`config.mk`:
```
export PLATFORM = sky130hd
export DESIGN_NAME = ofm_packer_flat
export DESIGN_NICKNAME = d
export VERILOG_FILES = /design/src/rtl/cnn_pkg.sv /design/src/rtl/ofm_packer_if.sv /design/src/rtl/ofm_quant.sv /design/src/rtl/ofm_packer.sv /design/src/flat_wrapper.sv
export SDC_FILE = /design/constraint.sdc
export NUM_CORES = 1
export LEC_CHECK = 0
export CAP_MARGIN = 40
export CORE_ASPECT_RATIO = 2
export CORE_UTILIZATION = 52
export CTS_BUF_LIST = sky130_fd_sc_hd__clkbuf_8 sky130_fd_sc_hd__clkbuf_16
export CTS_CLUSTER_SIZE = 24
export DETAILED_ROUTE_END_ITERATION = 16
export GPL_TIMING_DRIVEN = 0
export MAX_ROUTING_LAYER = met4
export PLACE_DENSITY = 0.8
export SLEW_MARGIN = 10
export SYNTH_ARGS = -nofsm -noshare
export SYNTH_HDL_FRONTEND = slang
export SYNTH_SLANG_ARGS = --single-unit
```
`constraint.sdc`:
```
create_clock -name clk -period 2.9 [get_ports clk]
set_clock_uncertainty 0.1 [all_clocks]
set_input_delay 0.58 -clock clk [delete_from_list [all_inputs] [get_ports clk]]
set_output_delay 0.58 -clock clk [all_outputs]
set_load 0.005 [all_outputs]
```
`src/rtl/cnn_pkg.sv`:
```
// Shared constants and types for the OFM packing path: memory geometry,
// activation width and saturation limits, and the packer FSM encoding.
package cnn_pkg;

    localparam int ADDR_W  = 10;
    localparam int MEM_DW  = 32;
    localparam int ACT_W   = 8;
    localparam int ACT_MIN = -128;
    localparam int ACT_MAX = 127;
    localparam int LANES   = MEM_DW / ACT_W;

    typedef enum logic [1:0] {
        S_IDLE  = 2'd0,
        S_PACK  = 2'd1,
        S_WRITE = 2'd2,
        S_DONE  = 2'd3
    } state_t;

endpackage

```
`src/rtl/ofm_packer_if.sv`:
```
// PE-result handshake and memory write bus of the OFM packer.
// master = packer side, slave = PE array / memory side.
interface ofm_packer_if #(
    parameter int PSUM_W = 16,
    parameter int ADDR_W = cnn_pkg::ADDR_W
) ();
    import cnn_pkg::*;

    logic              psum_valid;
    logic [PSUM_W-1:0] psum_data;
    logic              psum_ready;
    logic              mem_we;
    logic [ADDR_W-1:0] mem_addr;
    logic [MEM_DW-1:0] mem_wdata;

    modport master (
        input  psum_valid, psum_data,
        output psum_ready, mem_we, mem_addr, mem_wdata
    );

    modport slave (
        output psum_valid, psum_data,
        input  psum_ready, mem_we, mem_addr, mem_wdata
    );

endinterface

```
`src/rtl/ofm_quant.sv`:
```
// Combinational requantiser: arithmetic shift then clamp to an 8-bit activation.
// OFM_RELU_EN narrows the clamp range to [0, 127].
module ofm_quant
    import cnn_pkg::*;
#(
    parameter int PSUM_W = 16,
    parameter int QSHIFT = 4
) (
    input  logic signed [PSUM_W-1:0] psum,
    output logic        [ACT_W-1:0]  q
);

    localparam logic signed [PSUM_W-1:0] HI = PSUM_W'(ACT_MAX);
    localparam logic signed [PSUM_W-1:0] LO = PSUM_W'(ACT_MIN);

    logic signed [PSUM_W-1:0] sh;

    assign sh = psum >>> QSHIFT;

    always_comb begin
        q = sh[ACT_W-1:0];
`ifdef OFM_RELU_EN
        if (sh[PSUM_W-1])
            q = '0;
        else if (sh > HI)
            q = HI[ACT_W-1:0];
`else
        if (sh > HI)
            q = HI[ACT_W-1:0];
        else if (sh < LO)
            q = LO[ACT_W-1:0];
`endif
    end

endmodule

```
`src/rtl/ofm_packer.sv`:
```
// Packs four requantised PE results per 32-bit word and writes them to
// consecutive memory words from a latched base. OFM_RELU_EN selects ReLU clamping.
module ofm_packer #(
    parameter int PSUM_W = 16,
    parameter int QSHIFT = 4,
    parameter int ADDR_W = cnn_pkg::ADDR_W
) (
    input  logic              clk,
    input  logic              rst,
    input  logic              start,
    input  logic [ADDR_W-1:0] base_addr,
    input  logic [7:0]        word_count,
    output logic              busy,
    output logic              done,
    ofm_packer_if.master      bus
);
    import cnn_pkg::*;

    state_t             state, state_nxt;
    logic [ADDR_W-1:0]  base_q;
    logic [7:0]         count_q;
    logic [7:0]         idx;
    logic [8:0]         idx_inc;
    logic [1:0]         lane;
    logic [MEM_DW-1:0]  pack;
    logic [ACT_W-1:0]   q;
    logic               fire;

    ofm_quant #(
        .PSUM_W (PSUM_W),
        .QSHIFT (QSHIFT)
    ) u_quant (
        .psum (bus.psum_data),
        .q    (q)
    );

    assign fire    = bus.psum_valid & bus.psum_ready;
    assign idx_inc = {1'b0, idx} + 9'd1;

    always_ff @(posedge clk or negedge rst) begin
        if (!rst)
            state <= S_IDLE;
        else
            state <= state_nxt;
    end

    always_comb begin
        state_nxt = state;
        case (state)
            S_IDLE:  if (start) state_nxt = (word_count == 8'd0) ? S_DONE : S_PACK;
            S_PACK:  if (fire && lane == 2'd3) state_nxt = S_WRITE;
            S_WRITE: state_nxt = (idx_inc == {1'b0, count_q}) ? S_DONE : S_PACK;
            S_DONE:  state_nxt = S_IDLE;
            default: state_nxt = S_IDLE;
        endcase
    end

    always_comb begin
        bus.psum_ready = (state == S_PACK);
        bus.mem_we     = (state == S_WRITE);
        busy           = (state != S_IDLE);
        done           = (state == S_DONE);
    end

    // Address and data are registered on the fourth transfer so they are
    // stable through WRITE and hold afterwards until the next word.
    always_ff @(posedge clk or negedge rst) begin
        if (!rst) begin
            base_q        <= '0;
            count_q       <= '0;
            idx           <= '0;
            lane          <= '0;
            pack          <= '0;
            bus.mem_addr  <= '0;
            bus.mem_wdata <= '0;
        end else begin
            if (state == S_IDLE && start) begin
                base_q  <= base_addr;
                count_q <= word_count;
                idx     <= '0;
                lane    <= '0;
            end
            if (fire) begin
                pack[{lane, 3'b000} +: ACT_W] <= q;
                lane <= lane + 2'd1;
                if (lane == 2'd3) begin
                    bus.mem_addr  <= base_q + ADDR_W'(idx);
                    bus.mem_wdata <= {q, pack[MEM_DW-ACT_W-1:0]};
                end
            end
            if (state == S_WRITE) begin
                idx  <= idx_inc[7:0];
                lane <= '0;
            end
        end
    end

endmodule

```
`src/flat_wrapper.sv`:
```
// flat-port wrapper written by rule: the top's interface ports become plain ports
module ofm_packer_flat import cnn_pkg::*;
#(
    parameter int PSUM_W = 16,
    parameter int QSHIFT = 4,
    parameter int ADDR_W = cnn_pkg::ADDR_W
)
  (clk, rst, start, base_addr, word_count, busy, done, bus_psum_valid, bus_psum_data, bus_psum_ready, bus_mem_we, bus_mem_addr, bus_mem_wdata);
  ofm_packer_if #(.PSUM_W(PSUM_W), .ADDR_W(ADDR_W)) bus_i ();
  input  logic clk;
  input  logic rst;
  input  logic start;
  input  logic [ADDR_W-1:0] base_addr;
  input  logic [7:0] word_count;
  output logic busy;
  output logic done;
  input wire logic [$bits(bus_i.psum_valid)-1:0] bus_psum_valid;
  input wire logic [$bits(bus_i.psum_data)-1:0] bus_psum_data;
  output wire logic [$bits(bus_i.psum_ready)-1:0] bus_psum_ready;
  output wire logic [$bits(bus_i.mem_we)-1:0] bus_mem_we;
  output wire logic [$bits(bus_i.mem_addr)-1:0] bus_mem_addr;
  output wire logic [$bits(bus_i.mem_wdata)-1:0] bus_mem_wdata;
  assign bus_i.psum_valid = bus_psum_valid;
  assign bus_i.psum_data = bus_psum_data;
  assign bus_psum_ready = bus_i.psum_ready;
  assign bus_mem_we = bus_i.mem_we;
  assign bus_mem_addr = bus_i.mem_addr;
  assign bus_mem_wdata = bus_i.mem_wdata;
  ofm_packer #(.PSUM_W(PSUM_W), .QSHIFT(QSHIFT), .ADDR_W(ADDR_W)) u_core (.clk(clk), .rst(rst), .start(start), .base_addr(base_addr), .word_count(word_count), .busy(busy), .done(done), .bus(bus_i));
endmodule
```
==> impl_metrics.yaml, run 1 <==
run_status:
  status: "complete, no violations"
place:
  place.gp.congestion: 0.946
  place_ws_ps: 221
  placed_cell_area_um2: 5390
  numPortBuffers: 79
  hpwlAfterDp_mm: 7.69
critical_path:
  start_kind: "flop"
  r2r_slack_ps: 280
  r2r_cells: 7
  worstPathArrival_ps: 2730
  worst_setup_path_end_kind: "flop"
  worst-endpoint-required_ps: 3020
  worstSetupPathType: "flop to flop"
  worstPathMaxFanout: 7
yosys:
  syn_inst: 372
  async_reset_ff_frac: 1.00
  synth_edf_count: 0
  ys_top_cells_by_area: "dfrtp_1, mux2_2, a22o_1"
  ys_types: 51
  ys.flop_type: "dfrtp_1"
  synth_top_area_frac: 0.539
  synth_top_area_cell: "dfrtp_1"
  ys_warn_count: 0
  syn_area_um2: 4450
  ys_seq_elements: 96
  yosysSeqAreaShare: 0.539
  synthesis.nets: 424
  syn_avg_cell_area_um2: 12.0
clock_tree:
  cts.clk_slew.worst_paths_ps: 60
  clock-root-buffer: "clkbuf_16"
  clock_latency_ps: 340
  clkSinkCount: 96
  htree_levels: 3
  ctsResizeCount: 0
  cts_tree: "done"
  cts-buffers-inserted: 9
  clk_path_buf_depth: 2
  cts_setup_buffers: 0
  holdBufCountCts: 0
finish:
  nNetsFinal: 515
  design_area_um2: 5660
  layout_commonest_cell: "dfrtp_1"
  antennaDiodeCount: 0
  area_delta_synth_final_pct: 27.1
  mostFrequentLayoutCells: "dfrtp_1, clkdlybuf4s50_1, mux2_2, nand2_1, o21ai_0"
  drive_gt1_frac: 0.190
timing:
  tightest_slew_ps: 693
  rsz0062_at_grt: "no"
  period_share: 0.903
  slew_violations: 0
  fmax_ghz: 0.382
  slew_headroom: 0.532
  whs_ps: 79.3
  hold_violations: 0
  finalSetupViolations: 0
  setup_ws_ps: 281
  period_needed_ps: 2620
global_routing:
  grt_pass1_wl_mm: 16.5
  grt-ovfl-total: 0
  grt_usage: 0.259
  grt_pass1_vias: 3411
  grt_max_degree: 64
  antenna_found_initial: 0
power:
  switchingPower_mw: 1.78
  p_seq_frac: 0.414
  peakVddDrop_uv: 537
  power_frac_clock: 0.194
  leakage_nw: 2.57
  p_comb_frac: 0.392
  powerDensity_nw_per_um2: 976
  p_int_mw: 3.74
  p_sw_frac: 0.322
floorplan:
  die-area_um2: 8960
  die_h_um: 133
  rows: 47
  die_w_um: 67.4
  io_pins: 84
  coreArea_um2: 8290
  start_util: 0.537
detailed_routing:
  drt-pass1-iter-count: 5
  antenna_left: 0
  vias_per_cell: 5.86
  wl_per_cell_um: 17.8
  vias: 3315
  drcViolationCount: 0
  drtIter0Drc: 232
  routed_wl_mm: 10.1
min_path:
  hp-class: "input port to async pin"
flow_run:
  cap_viol_max_count: 0
==> routing by layer <==
layer  global-route usage  up-vias  part of all wire
met5                    -        -                 0
li1                     -     1534                 -
met2                0.451      117              0.56
met1                0.265     1625              0.35
met4                0.145        0             0.046
met3               0.0362       39             0.037
==> final timing paths <==
kind | startpoint | end
min in group clk | u_core.pack[17] | u_core.pack[17]
worst min register to register | u_core.pack[17] | u_core.pack[17]
worst max-delay path | u_core.idx[0] | u_core.bus.mem_addr[8]
max in group asynchronous | rst | u_core.base_q[4]
worst min-delay path | rst | u_core.bus.mem_wdata[18]
worst max register to register | u_core.idx[0] | u_core.bus.mem_addr[8]
==> flip-flops by register name (all words and copies together), names as in the netlist <==
name / flops
u_core.base_q: 10
u_core.bus.mem_addr: 10
u_core.bus.mem_wdata: 32
u_core.count_q: 8
u_core.idx: 8
u_core.lane: 2
u_core.pack: 24
u_core.state: 2
==> per-stage QoR <==
| step | TNS, ps | util | total power [mW] | instances |
|---|---|---|---|---|
| 3_3_place_gp | -214400 | 0.647 | 4.35 | 549 |
| 4_1_cts | 0 | 0.683 | 5.57 | 566 |
| 2_1_floorplan | 0 | - | 3.50 | 372 |
| 3_5_place_dp | 0 | 0.650 | 4.48 | 550 |
| 6_report | 0 | 0.683 | 5.52 | 566 |
| 5_1_grt | 0 | 0.683 | 5.89 | 566 |
==> logic make-up (layout without fill, tap and decap cells) <==
kind of cell | Yosys count | after routing | synth area share
flip-flops | 96 | 96 | 0.539
AND/OR/NAND/NOR | 96 | 96 | 0.119
AO/OA/AOI/OAI | 85 | 85 | 0.134
multiplexers | 44 | 44 | 0.111
XOR/XNOR | 19 | 19 | 0.0374
buffers and inverters | 18 | 114 | 0.0177
adder cells (fa/ha/maj) | 14 | 14 | 0.0410
==> layout make-up <==
cell class,instances,area (µm²)
fill,576,2630
sequential,96,2400
multi-input combinational,258,1970
timing repair buffer,80,816
clock buffer,10,239
tap,98,123
buffer,12,56.3
clock inverter,6,28.8
inverter,6,22.5
==> worst max-delay path, cell delays in order, from the launching register on <==
cell,delay [ps]
dfrtp_1,450
ha_1,310
fa_1,430
a21o_1,180
a21o_1,210
a2111oi_0,560
or4_1,200
nand3_1,60
==> power groups by stage <==
stage                     Sequential, mW  Clock [mW]  Combinational [mW]
after floorplan                     2.22           0                1.28
after global placement              2.28           0                2.07
after detailed placement            2.32           0                2.17
after CTS                           2.29        1.10                2.19
after global routing                2.36        1.15                2.39
final                               2.29        1.07                2.17
==> cells in the mapped netlist, types with 5 or more instances <==
cell type,number
xnor2_1,11
o21ai_2,7
a21oi_1,12
o21ai_0,22
ha_1,13
a22o_1,21
clkbuf_1,5
buf_2,6
mux2_2,44
or2_2,8
o31ai_1,6
inv_1,5
dfrtp_1,96
nand2_1,31
xor2_1,8
nor2_1,19
nand3_1,7
No activity file was read; power rests on OpenSTA's default activity.
==> run 2: changes to the inputs <==
- CTS_CLUSTER_DIAMETER: unset -> 50
==> results of run 2 <==
The final DEF is identical to that of run 1; final timing and power are the same.
